--- config.mk ---
export PLATFORM = sky130hd
export DESIGN_NAME = sayac_mod
export DESIGN_NICKNAME = d
export VERILOG_FILES = /design/src/rtl/sayac_pkg.sv /design/src/rtl/sayac_mod_bin2gray.sv /design/src/rtl/sayac_mod.sv
export SDC_FILE = /design/constraint.sdc
export NUM_CORES = 1
export LEC_CHECK = 0
export CORE_AREA = 2 2 41 43
export DETAILED_ROUTE_END_ITERATION = 10
export DIE_AREA = 0 0 43 45
export PLACE_DENSITY = 0.79
export SETUP_SLACK_MARGIN = 0.05
export SLEW_MARGIN = 0
export SYNTH_ARGS = -nofsm -noshare
export SYNTH_HDL_FRONTEND = slang
export SYNTH_SLANG_ARGS = --single-unit
--- constraint.sdc ---
create_clock -name clk -period 2.89 [get_ports clk]
set_input_delay 0.4335 -clock clk [delete_from_list [all_inputs] [get_ports clk]]
set_output_delay 0.4335 -clock clk [all_outputs]
set_load 0.01 [all_outputs]
--- src/rtl/sayac_pkg.sv ---
`default_nettype none
// ============================================================================
//  Module      : sayac_pkg
//  Description : Shared constants for the sayac_mod counter family and a
//                binary-to-Gray helper function usable by reference models.
//  Contents    : MODE_WRAP / MODE_SAT  - values of the 'mode' input
//                DIR_UP / DIR_DOWN     - values of the 'up' input
//                bin2gray()            - 32-bit binary to Gray conversion
//  Revision    : 1.0 - initial release
// ============================================================================
package sayac_pkg;

    // Values of the 'mode' input.
    localparam logic MODE_WRAP = 1'b0;
    localparam logic MODE_SAT  = 1'b1;

    // Values of the 'up' input.
    localparam logic DIR_UP    = 1'b1;
    localparam logic DIR_DOWN  = 1'b0;

    // Reflected binary Gray code of a value of up to 32 bits. Callers with
    // narrower values zero-extend and take the low bits of the result; the
    // upper bits stay zero, so truncation is exact.
    function automatic logic [31:0] bin2gray(input logic [31:0] b);
        return b ^ (b >> 1);
    endfunction

endpackage : sayac_pkg
`default_nettype wire

--- src/rtl/sayac_mod_bin2gray.sv ---
`default_nettype none
// ============================================================================
//  Module      : bin2gray
//  Description : Purely combinational W-bit binary to Gray code converter.
//  Parameters  : W       - data width in bits
//  Ports       : i_bin   in  W  binary value
//                o_gray  out W  Gray code of i_bin
//  Revision    : 1.0 - initial release
// ============================================================================
module bin2gray #(
    parameter int W = 5
) (
    input  logic [W-1:0] i_bin,
    output logic [W-1:0] o_gray
);

    // Each Gray bit is the XOR of the binary bit and its more significant
    // neighbour; the MSB passes straight through (shift brings in a zero).
    assign o_gray = i_bin ^ (i_bin >> 1);

endmodule : bin2gray
`default_nettype wire

--- src/rtl/sayac_mod.sv ---
`default_nettype none
// ============================================================================
//  Module      : sayac_mod
//  Description : Parametrised modulo-MOD up/down counter with enable,
//                parallel load (clamped to MOD-1), wrap or saturate mode,
//                registered terminal-count pulse, sticky overflow flag and a
//                Gray-coded copy of the count.
//  Parameters  : W        - counter width in bits
//                the modulus parameter is legal from 2 up to 2**W and the
//                count runs from 0 to one less than the modulus
//  Ports       : clk      in  1  rising-edge clock
//                rst      in  1  synchronous reset, active-high
//                en       in  1  count enable
//                up       in  1  1 = increment, 0 = decrement
//                mode     in  1  0 = wrap, 1 = saturate
//                load     in  1  parallel load strobe (beats en)
//                load_val in  W  value to load
//                clr_ovf  in  1  clears the sticky overflow flag
//                count    out W  registered binary count
//                gray     out W  Gray code of count
//                tc       out 1  registered terminal-count (wrap) pulse
//                ovf      out 1  sticky overflow/underflow flag
//  Revision    : 1.0 - initial release
// ============================================================================
module sayac_mod
    import sayac_pkg::*;
#(
    parameter int W   = 5,
    parameter int MOD = 32
) (
    input  logic         clk,
    input  logic         rst,
    input  logic         en,
    input  logic         up,
    input  logic         mode,
    input  logic         load,
    input  logic [W-1:0] load_val,
    input  logic         clr_ovf,
    output logic [W-1:0] count,
    output logic [W-1:0] gray,
    output logic         tc,
    output logic         ovf
);

    // ------------------------------------------------------------------------
    // Elaboration-time legality check of the modulus.
    // ------------------------------------------------------------------------
    generate
        if ((MOD < 2) || (MOD > (2 ** W))) begin : g_bad_mod
            $fatal(1, "sayac_mod: MOD=%0d outside legal range [2, 2**W=%0d]",
                   MOD, 2 ** W);
        end
    endgenerate

    // Top of the count range held at exactly W bits. With MOD = 2**W this is
    // all ones, so no comparison ever needs a (W+1)-bit operand.
    localparam logic [W-1:0] C_MAX  = W'(MOD - 1);
    localparam logic [W-1:0] C_ZERO = '0;
    localparam logic [W-1:0] C_ONE  = W'(1);

    logic [W-1:0] r_count;
    logic         r_tc;
    logic         r_ovf;

    logic         w_at_max;
    logic         w_at_zero;
    logic [W-1:0] w_load_clamped;

    assign w_at_max       = (r_count == C_MAX);
    assign w_at_zero      = (r_count == C_ZERO);
    assign w_load_clamped = (load_val > C_MAX) ? C_MAX : load_val;

    // ------------------------------------------------------------------------
    // Counter and flag state. Priority: rst > load > en.
    // The ovf set is written after the clear, so a set and a clear in the
    // same cycle leave the flag set.
    // ------------------------------------------------------------------------
    always_ff @(posedge clk) begin
        if (rst) begin
            r_count <= C_ZERO;
            r_tc    <= 1'b0;
            r_ovf   <= 1'b0;
        end else begin
            r_tc <= 1'b0;

            if (clr_ovf) begin
                r_ovf <= 1'b0;
            end

            if (load) begin
                r_count <= w_load_clamped;
            end else if (en) begin
                if (up == DIR_UP) begin
                    if (w_at_max) begin
                        r_ovf <= 1'b1;
                        if (mode == MODE_WRAP) begin
                            r_count <= C_ZERO;
                            r_tc    <= 1'b1;
                        end
                        // Saturate: count holds at C_MAX, no tc.
                    end else begin
                        r_count <= r_count + C_ONE;
                    end
                end else begin
                    if (w_at_zero) begin
                        r_ovf <= 1'b1;
                        if (mode == MODE_WRAP) begin
                            r_count <= C_MAX;
                            r_tc    <= 1'b1;
                        end
                        // Saturate: count holds at zero, no tc.
                    end else begin
                        r_count <= r_count - C_ONE;
                    end
                end
            end
        end
    end

    // Gray output follows the registered count combinationally, so it moves
    // in the same cycle as count.
    bin2gray #(
        .W      (W)
    ) u_bin2gray (
        .i_bin  (r_count),
        .o_gray (gray)
    );

    assign count = r_count;
    assign tc    = r_tc;
    assign ovf   = r_ovf;

endmodule : sayac_mod
`default_nettype wire
# [Word-level counts from Yosys, hierarchy flattened]
# Index checks and enable logic that the tools add are counted.
[word_totals] ff_bits=7 in_bits=12 output_inout_bits=12 elab_cells=33
[classes] addsub=2 order_cmp=1 n_eq_ne=3 n_mux=18 bitwise=2 reduce_logical=4
[op_table] operator="$mux 5" count=8
[op_table] operator="$mux 1" count=10
[op_table] operator="$ne 4x4->1 const B" count=2
[op_table] operator="$add 5x1->5 const B" count=1
[op_table] operator="$eq 5x5->1 const B" count=1
[op_table] operator="$gt 5x5->1 const B" count=1
[op_table] operator="$logic_not 5->1" count=1
[op_table] operator="$sub 5x1->5 const B" count=1
[op_table] operator="$xor 5x4->5" count=1
[op_table] operator="$reduce_and 3->1" count=1
[op_table] operator="$reduce_or 3->1" count=1
[op_table] operator="$reduce_bool 2->1" count=1
[op_table] operator="$not 1->1" count=1

# [Longest topological paths before layout]
# Gate-level depths: netlist of run 1.
[logic_depth] depth_word=5 depth_mapped=8 ltp_nobuf=7

# [By module]
# From an unflattened synthesis of run 1, not the netlist that was laid out.
[hier_totals] cells_unflattened=79 hier_area_um2=636.9
[modules_own_cells] mod="sayac_mod" instances=1 cells_per_inst=74 area_per_inst_um2=594.3 seq_area_each_um2=140.1
[modules_own_cells] mod="bin2gray" instances=1 cells_per_inst=5 area_per_inst_um2=42.5 seq_area_each_um2=0.0

# [Worst setup path before layout of run 1]
# No wires, ideal clock.
[synth_path] path_kind="register to register" from="register r_count[0], in the netlist count[0]" to="register r_count[0], in the netlist count[0]" setup_ns=0.103 arrival_time_ns=1.763 t_required_ns=2.787 path_slack_ns=1.024 stages_incl_launch_ff=8 n_path_buf=1 period_less_slack_ns=1.866 path_cell_list="dfxtp_1 ha_1 and2_1 ha_1 nand2_1 a311o_1 buf_6 a2111oi_2"
[synth_between] elab_chain_len=5 word_cells_on_any_way=12 cone_classes="add/sub (2); eq/ne (3); mux (5); reduce/logical (2)"
[synth_lines] item="start: declaration" line_no="sayac_mod.sv:61" rtl="logic [W-1:0] r_count;"
[synth_lines] item="start signal: assignment" line_no="sayac_mod.sv:91" rtl="r_count <= w_load_clamped;"
[synth_lines] item="start signal: assignment" line_no="sayac_mod.sv:102" rtl="r_count <= r_count + C_ONE;"
[synth_lines] item="start signal: assignment" line_no="sayac_mod.sv:113" rtl="r_count <= r_count - C_ONE;"
[synth_lines] item="$sub 5x1->5 (tied with other cells)" line_no="sayac_mod.sv:113"
[synth_lines] item="$mux 5, on equally long branches" line_no="sayac_mod.sv:105, sayac_mod.sv:94"
[synth_lines] item="$mux 5" line_no="sayac_mod.sv:93" rtl="if (up == DIR_UP) begin"
[synth_lines] item="$mux 5" line_no="sayac_mod.sv:92" rtl="end else if (en) begin"
[synth_lines] item="$mux 5" line_no="sayac_mod.sv:90" rtl="if (load) begin"
# Several ways; a longest one is shown, not always the timed one. The select of a mux whose other input is x is not followed.
# A chain may end at the register's enable or synchronous reset.

# [Final worst setup path of run 1]
[layout_path] from="register r_count[2], in the netlist count[2]" to="output port gray[2]"
[layout_between] elab_chain_len=1
[layout_lines] item="$xor 5x4->5" line_no="sayac_mod_bin2gray.sv:19" rtl="assign o_gray = i_bin ^ (i_bin >> 1);"
[layout_lines] item="end: declaration" line_no="sayac_mod.sv:40" rtl="output logic [W-1:0] gray,"
# No other way between the ends.

==> results of run 1 <==
placed cells by master (no fill, tap or decap), types with 2 or more instances in the layout:
master,n
nor3_1,2
a211oi_1,2
ha_1,9
clkbuf_4,3
clkdlybuf4s50_1,23
o221ai_1,2
nand4b_1,2
o21ai_0,3
a2111oi_2,2
inv_1,6
dfxtp_1,7
nand2_1,5
nor2_1,7
nand3b_1,2
nand2b_1,2
nor2b_1,2
routing by layer:
metal / GRT usage [%] / part of all wire, % / wire, µm / up-vias
met4: 9.091 / 2.5 / 39 / 0
met1: 22.74 / 47 / 732 / 288
met3: 6.400 / 6.6 / 102 / 6
met2: 25.15 / 44 / 683 / 24
li1: - / - / - / 323
met5: 0 / 0 / 0 / -
power groups by stage:
stage / logic (mW) / clock network (mW) / registers, mW
floorplan: 0.0821 / 0 / 0.122
global placement: 0.153 / 0 / 0.121
detailed placement: 0.156 / 0 / 0.122
CTS: 0.157 / 0.0909 / 0.120
global route: 0.172 / 0.100 / 0.121
finish: 0.157 / 0.0883 / 0.120
per-stage QoR:
step / worst slack, ns / util [%] / std cells / power [mW] / cell area [µm²]
2_1_floorplan: 1.024 / - / 74 / 0.2045 / 626.9
3_3_place_gp: 0.6087 / 57.99 / 110 / 0.2745 / 853.3
3_5_place_dp: 0.5429 / 57.99 / 110 / 0.2778 / 853.3
4_1_cts: 0.7806 / 59.78 / 114 / 0.3679 / 879.6
5_1_grt: 0.6051 / 59.78 / 114 / 0.3933 / 879.6
6_report: 0.7768 / 59.78 / 114 / 0.3649 / 879.6
cells by family (layout without fill, tap and decap cells):
| logic type | after synthesis | after routing | synth area share [%] |
|---|---|---|---|
| flip-flops | 7 | 7 | 22.35 |
| adder cells (fa/ha/maj) | 9 | 9 | 17.96 |
| AO/OA/AOI/OAI | 20 | 20 | 26.55 |
| AND/OR/NAND/NOR | 27 | 27 | 23.75 |
| XOR/XNOR | 1 | 1 | 1.397 |
| buffers and inverters | 10 | 34 | 7.983 |
registers in the layout, summed over array words and instances, names as in the netlist:
| register | count |
|---|---|
| count | 5 |
| tc | 1 |
| ovf | 1 |
path summary, 6_finish.rpt:
check | startpoint | to | slack [ns]
worst max-delay path | count[2]$_SDFFE_PP0P_ | gray[2] | 0.78
worst min-delay path | ovf$_SDFF_PP0_ | ovf$_SDFF_PP0_ | 0.46
worst max register to register | count[0]$_SDFFE_PP0P_ | count[1]$_SDFFE_PP0P_ | 0.82
worst min register to register | ovf$_SDFF_PP0_ | ovf$_SDFF_PP0_ | 0.46
cell type report:
type                       instances  area [µm²]  area share, %
timing repair buffer              23       230.2          26.17
tap                               16       20.02          2.276
multi-input combinational         57       436.7          49.64
clock buffer                       4       26.28          2.987
inverter                           7       26.28          2.987
sequential                         7       140.1          15.93
critical path, delay by kind of cell, from the launching register on:
kind / cells / cell delay (ns)
buf+inv: 2 / 0.68
flops: 1 / 0.44
fa+ha+maj: 1 / 0.31
==> impl_metrics.tcl, run 1 <==
set metrics [dict create \
    async_flop_share_pct 0 \
    rows 14 \
    netlist_area_um2 626.9 \
    pwr-share-comb_pct 43.0 \
    ys_warn_count 0 \
    cts_max_level 1 \
    fmax_ghz 0.4732 \
    ant_nets 0 \
    required_ns 2.46 \
    io_pins 24 \
    synthTopCellsByCount "9 x ha_1, 7 x dfxtp_1, 7 x nor2_1" \
    cts_buffer_depth 2 \
    cts_tree "done" \
    dpl.hpwl_mm 1.213 \
    maxSlewViolCount 0 \
    relSlewSlack_pct 68.54 \
    power_frac_seq_pct 32.8 \
    drtPass1Iterations 4 \
    synth_top_area_cell "dfxtp_1" \
    skew_ns 0.003757 \
    reg2regPathDepth 6 \
    cts.sinks 7 \
    path_clk_slew_ns 0.05 \
    via_per_inst 5.623 \
    ys_types 35 \
    crit_chain "inv_1 > ha_1 > clkdlybuf4s50_1" \
    hold_depth 2 \
    switching_share_pct 33.02 \
    grt_setup_unrepaired "no" \
    die_w_um 43 \
    startpoint_type "register" \
    setup_violations 0 \
    hold_class "reg2reg" \
    core_area_um2 1471 \
    seq_area_frac_synth_pct 22.36 \
    grt_pass1_wl_mm 2.484 \
    whs_ns 0.4629 \
    grt_max_degree 15 \
    worst-path-max-fanout 6 \
    worst_setup_path_end_kind "primary output" \
    drive_above_1_share_pct 7.143 \
    avgSynthCellArea_um2 8.471 \
    grt_pass1_vias 578 \
    p_leak_nw 0.3604 \
    period_minus_slack_ns 2.113 \
    intPower_mw 0.2444 \
    start_util_pct 42.60 \
    status "complete, no violations" \
    nNetsFinal 120 \
    drt-total-wl_mm 1.557 \
    syn_to_final_growth_pct 40.32 \
    syn_inst 74 \
    worstSkewPairLatency_ns 0.25 \
    first_iter_violations 12 \
    cts_hold_buf 0 \
    grt.overflow.total 0 \
    postCtsSetupRepairBufs 0 \
    die_height_um 45 \
    drc 0 \
    arrival_ns 1.68 \
    path_class "reg2out" \
    synth_edf_count 0 \
    period_share_pct 73.12 \
    yosysMostFrequentCell "ha_1" \
    worst_pin_slew_ns 0.4709 \
    grt_util_all_layers_pct 17.41 \
    p_clk_share_pct 24.2 \
    ir_worst_vdd_uv 239.4 \
    cts-root-buf "clkbuf_4" \
    portBuffers 23 \
    yosys-top-cells-area "dfxtp_1 22%, ha_1 18%, a2111oi_2 4.8%" \
    synth-seq-cells 7 \
    antenna_found_initial 0 \
    cts_made_buffers 3 \
    cts_resized 0 \
    hold_violations 0 \
    netlist.area_leader.share_pct 22.36 \
    pwr_density_cell_nw_per_um2 414.9 \
    gp_congestion 0.8415 \
    syn_nets 95 \
    slowest_delay_ns 0.53 \
    vias 641 \
    antenna_cells 0 \
    tns_ns 0 \
    routedWlPerCell_um 13.66 \
    nFillCells 149 \
    worst_path_max_delay_cell "clkdlybuf4s50_1" \
    maxCapViolCount 0 \
    die_area_um2 1935 \
    switchingPower_mw 0.1205 \
    ys.flop_type "dfxtp_1" \
]
(Power assumes the default switching activity.)
==> run 2: changes to the inputs <==
CORE_AREA = 2 2 42 44   (was 2 2 41 43)
DIE_AREA = 0 0 44 46   (was 0 0 43 45)
PLACE_DENSITY = 0.75   (was 0.79)
clock period = 2.2 ns   (was 2.89 ns; I/O delays follow)
==> run 2 against run 1 <==
Flip-flop and latch count unchanged. Cell area is 3.7% higher. Critical endpoint unchanged. Combinational power rose by 41%. Register-to-register slack lost 0.59 ns. First-iteration DRC count grew to 2.6 times the previous value. Non-clock buffer count up 4. Critical path type unchanged.
==> impl_metrics.tcl, run 2 (same netlist as run 1, synthesis figures left out) <==
set metrics [dict create \
    antenna_cells 0 \
    largest_reg_flops 5 \
    crit_chain "inv_1 > ha_1 > clkdlybuf4s50_1" \
    drc 0 \
    pwr-share-comb_pct 45.1 \
    die_height_um 46 \
    status "complete, no violations" \
    design_area_um2 912.1 \
    period_share_pct 89.88 \
    relSlewSlack_pct 76.28 \
    fmax_ghz 0.5057 \
    hold_class "reg2reg" \
    antenna_found_initial 0 \
    worst-path-max-fanout 6 \
    grt_pass1_vias 561 \
    grt_pass1_wl_mm 2.532 \
    pwr_density_cell_nw_per_um2 536.9 \
    worst_setup_path_end_kind "primary output" \
    dpl.hpwl_mm 1.321 \
    die_w_um 44 \
    rows 15 \
    whs_ns 0.4606 \
    io_pins 24 \
    switching_share_pct 32.81 \
    cts.sinks 7 \
    worst_pin_slew_ns 0.3554 \
    nNetsFinal 124 \
    power_frac_seq_pct 31.2 \
    path_class "reg2out" \
    switchingPower_mw 0.1607 \
    grt_util_all_layers_pct 17.37 \
    drive_above_1_share_pct 11.76 \
    die_area_um2 2024 \
    cts_made_buffers 3 \
    cts_buffer_depth 2 \
    maxCapViolCount 0 \
    via_per_inst 5.445 \
    power_mw 0.4897 \
    drt-total-wl_mm 1.652 \
    grt.overflow.total 0 \
    path_clk_slew_ns 0.05 \
    skew_ns 0.001758 \
    grt_setup_unrepaired "no" \
    routedWlPerCell_um 13.88 \
    maxSlewViolCount 0 \
    first_iter_violations 31 \
    cts_tree "done" \
    layout_common_cells "23 x clkdlybuf4s50_1, 9 x ha_1, 7 x nor2_1, 7 x dfxtp_1, 6 x inv_1" \
    core_area_um2 1614 \
    start_util_pct 38.84 \
    ir_worst_vdd_uv 300.8 \
    portBuffers 23 \
    syn_to_final_growth_pct 45.51 \
    worstSkewPairLatency_ns 0.25 \
    intPower_mw 0.3290 \
    cts_hold_buf 0 \
    required_ns 1.87 \
    startpoint_type "register" \
    period_minus_slack_ns 1.977 \
    hold_violations 0 \
    cts_max_level 1 \
    drtPass1Iterations 4 \
    cts-root-buf "clkbuf_4" \
    ant_nets 0 \
    place_area_um2 884.6 \
    tns_ns 0 \
    gp_congestion 0.7933 \
    grt_max_degree 12 \
    vias 648 \
    slowest_delay_ns 0.53 \
    final_common_cell "clkdlybuf4s50_1" \
    setup_violations 0 \
    p_leak_nw 0.3813 \
    worst_path_max_delay_cell "clkdlybuf4s50_1" \
    p_clk_share_pct 23.7 \
    arrival_ns 1.65 \
]
run 2: cell type report:
cell class / count / area, µm²
fill: 154 / 701.9
clock buffer: 4 / 26.28
inverter: 7 / 26.28
timing repair buffer: 27 / 260.3
sequential: 7 / 140.1
multi-input combinational: 57 / 437.9
tap: 17 / 21.27
run 2: critical path, delay by kind of cell (launching register included):
kind | cells | cell delay (ns)
adder cells (fa/ha/maj) | 1 | 0.30
buffers and inverters | 2 | 0.67
flip-flops | 1 | 0.43
run 2: path summary, 6_finish.rpt:
| check | cells past startpoint | slack [ns] | to | start |
|---|---|---|---|---|
| setup / recovery | 3 | 0.22 | gray[2] | count[2]$_SDFFE_PP0P_ |
| hold / removal | 2 | 0.46 | ovf$_SDFF_PP0_ | ovf$_SDFF_PP0_ |
| setup reg to reg | 6 | 0.23 | count[0]$_SDFFE_PP0P_ | count[2]$_SDFFE_PP0P_ |
| hold reg to reg | 2 | 0.46 | ovf$_SDFF_PP0_ | ovf$_SDFF_PP0_ |
run 2: layer usage:
metal | wire (µm) | part of all wire, % | GRT usage (%)
met1 | 775 | 47 | 22.46
met2 | 788 | 48 | 27.94
met3 | 89 | 5.4 | 5.952
met4 | 0 | 0 | 3.636
met5 | 0 | 0 | 0
run 2: repair_timing:
action	4_1_cts	5_1_grt
setup endpoints to repair	0	1
resized for setup	0	1
buffers inserted	0	0
endpoints found under the hold margin	0	0
run 2: stage by stage:
step	std cells	worst slack (ns)	utilization, %
floorplan	74	0.3335	-
CTS	119	0.1274	56.43
global route	119	0.1032	56.51
detailed placement	115	0.1295	54.81
finish	119	0.2226	56.51
global placement	115	0.2349	54.81
run 2: power groups by stage:
stage	logic [mW]	clock network, mW	registers [mW]
6_report	0.221	0.116	0.153
5_1_grt	0.238	0.129	0.155
4_1_cts	0.221	0.120	0.153
3_5_place_dp	0.218	0	0.156
3_3_place_gp	0.216	0	0.156
2_1_floorplan	0.108	0	0.161
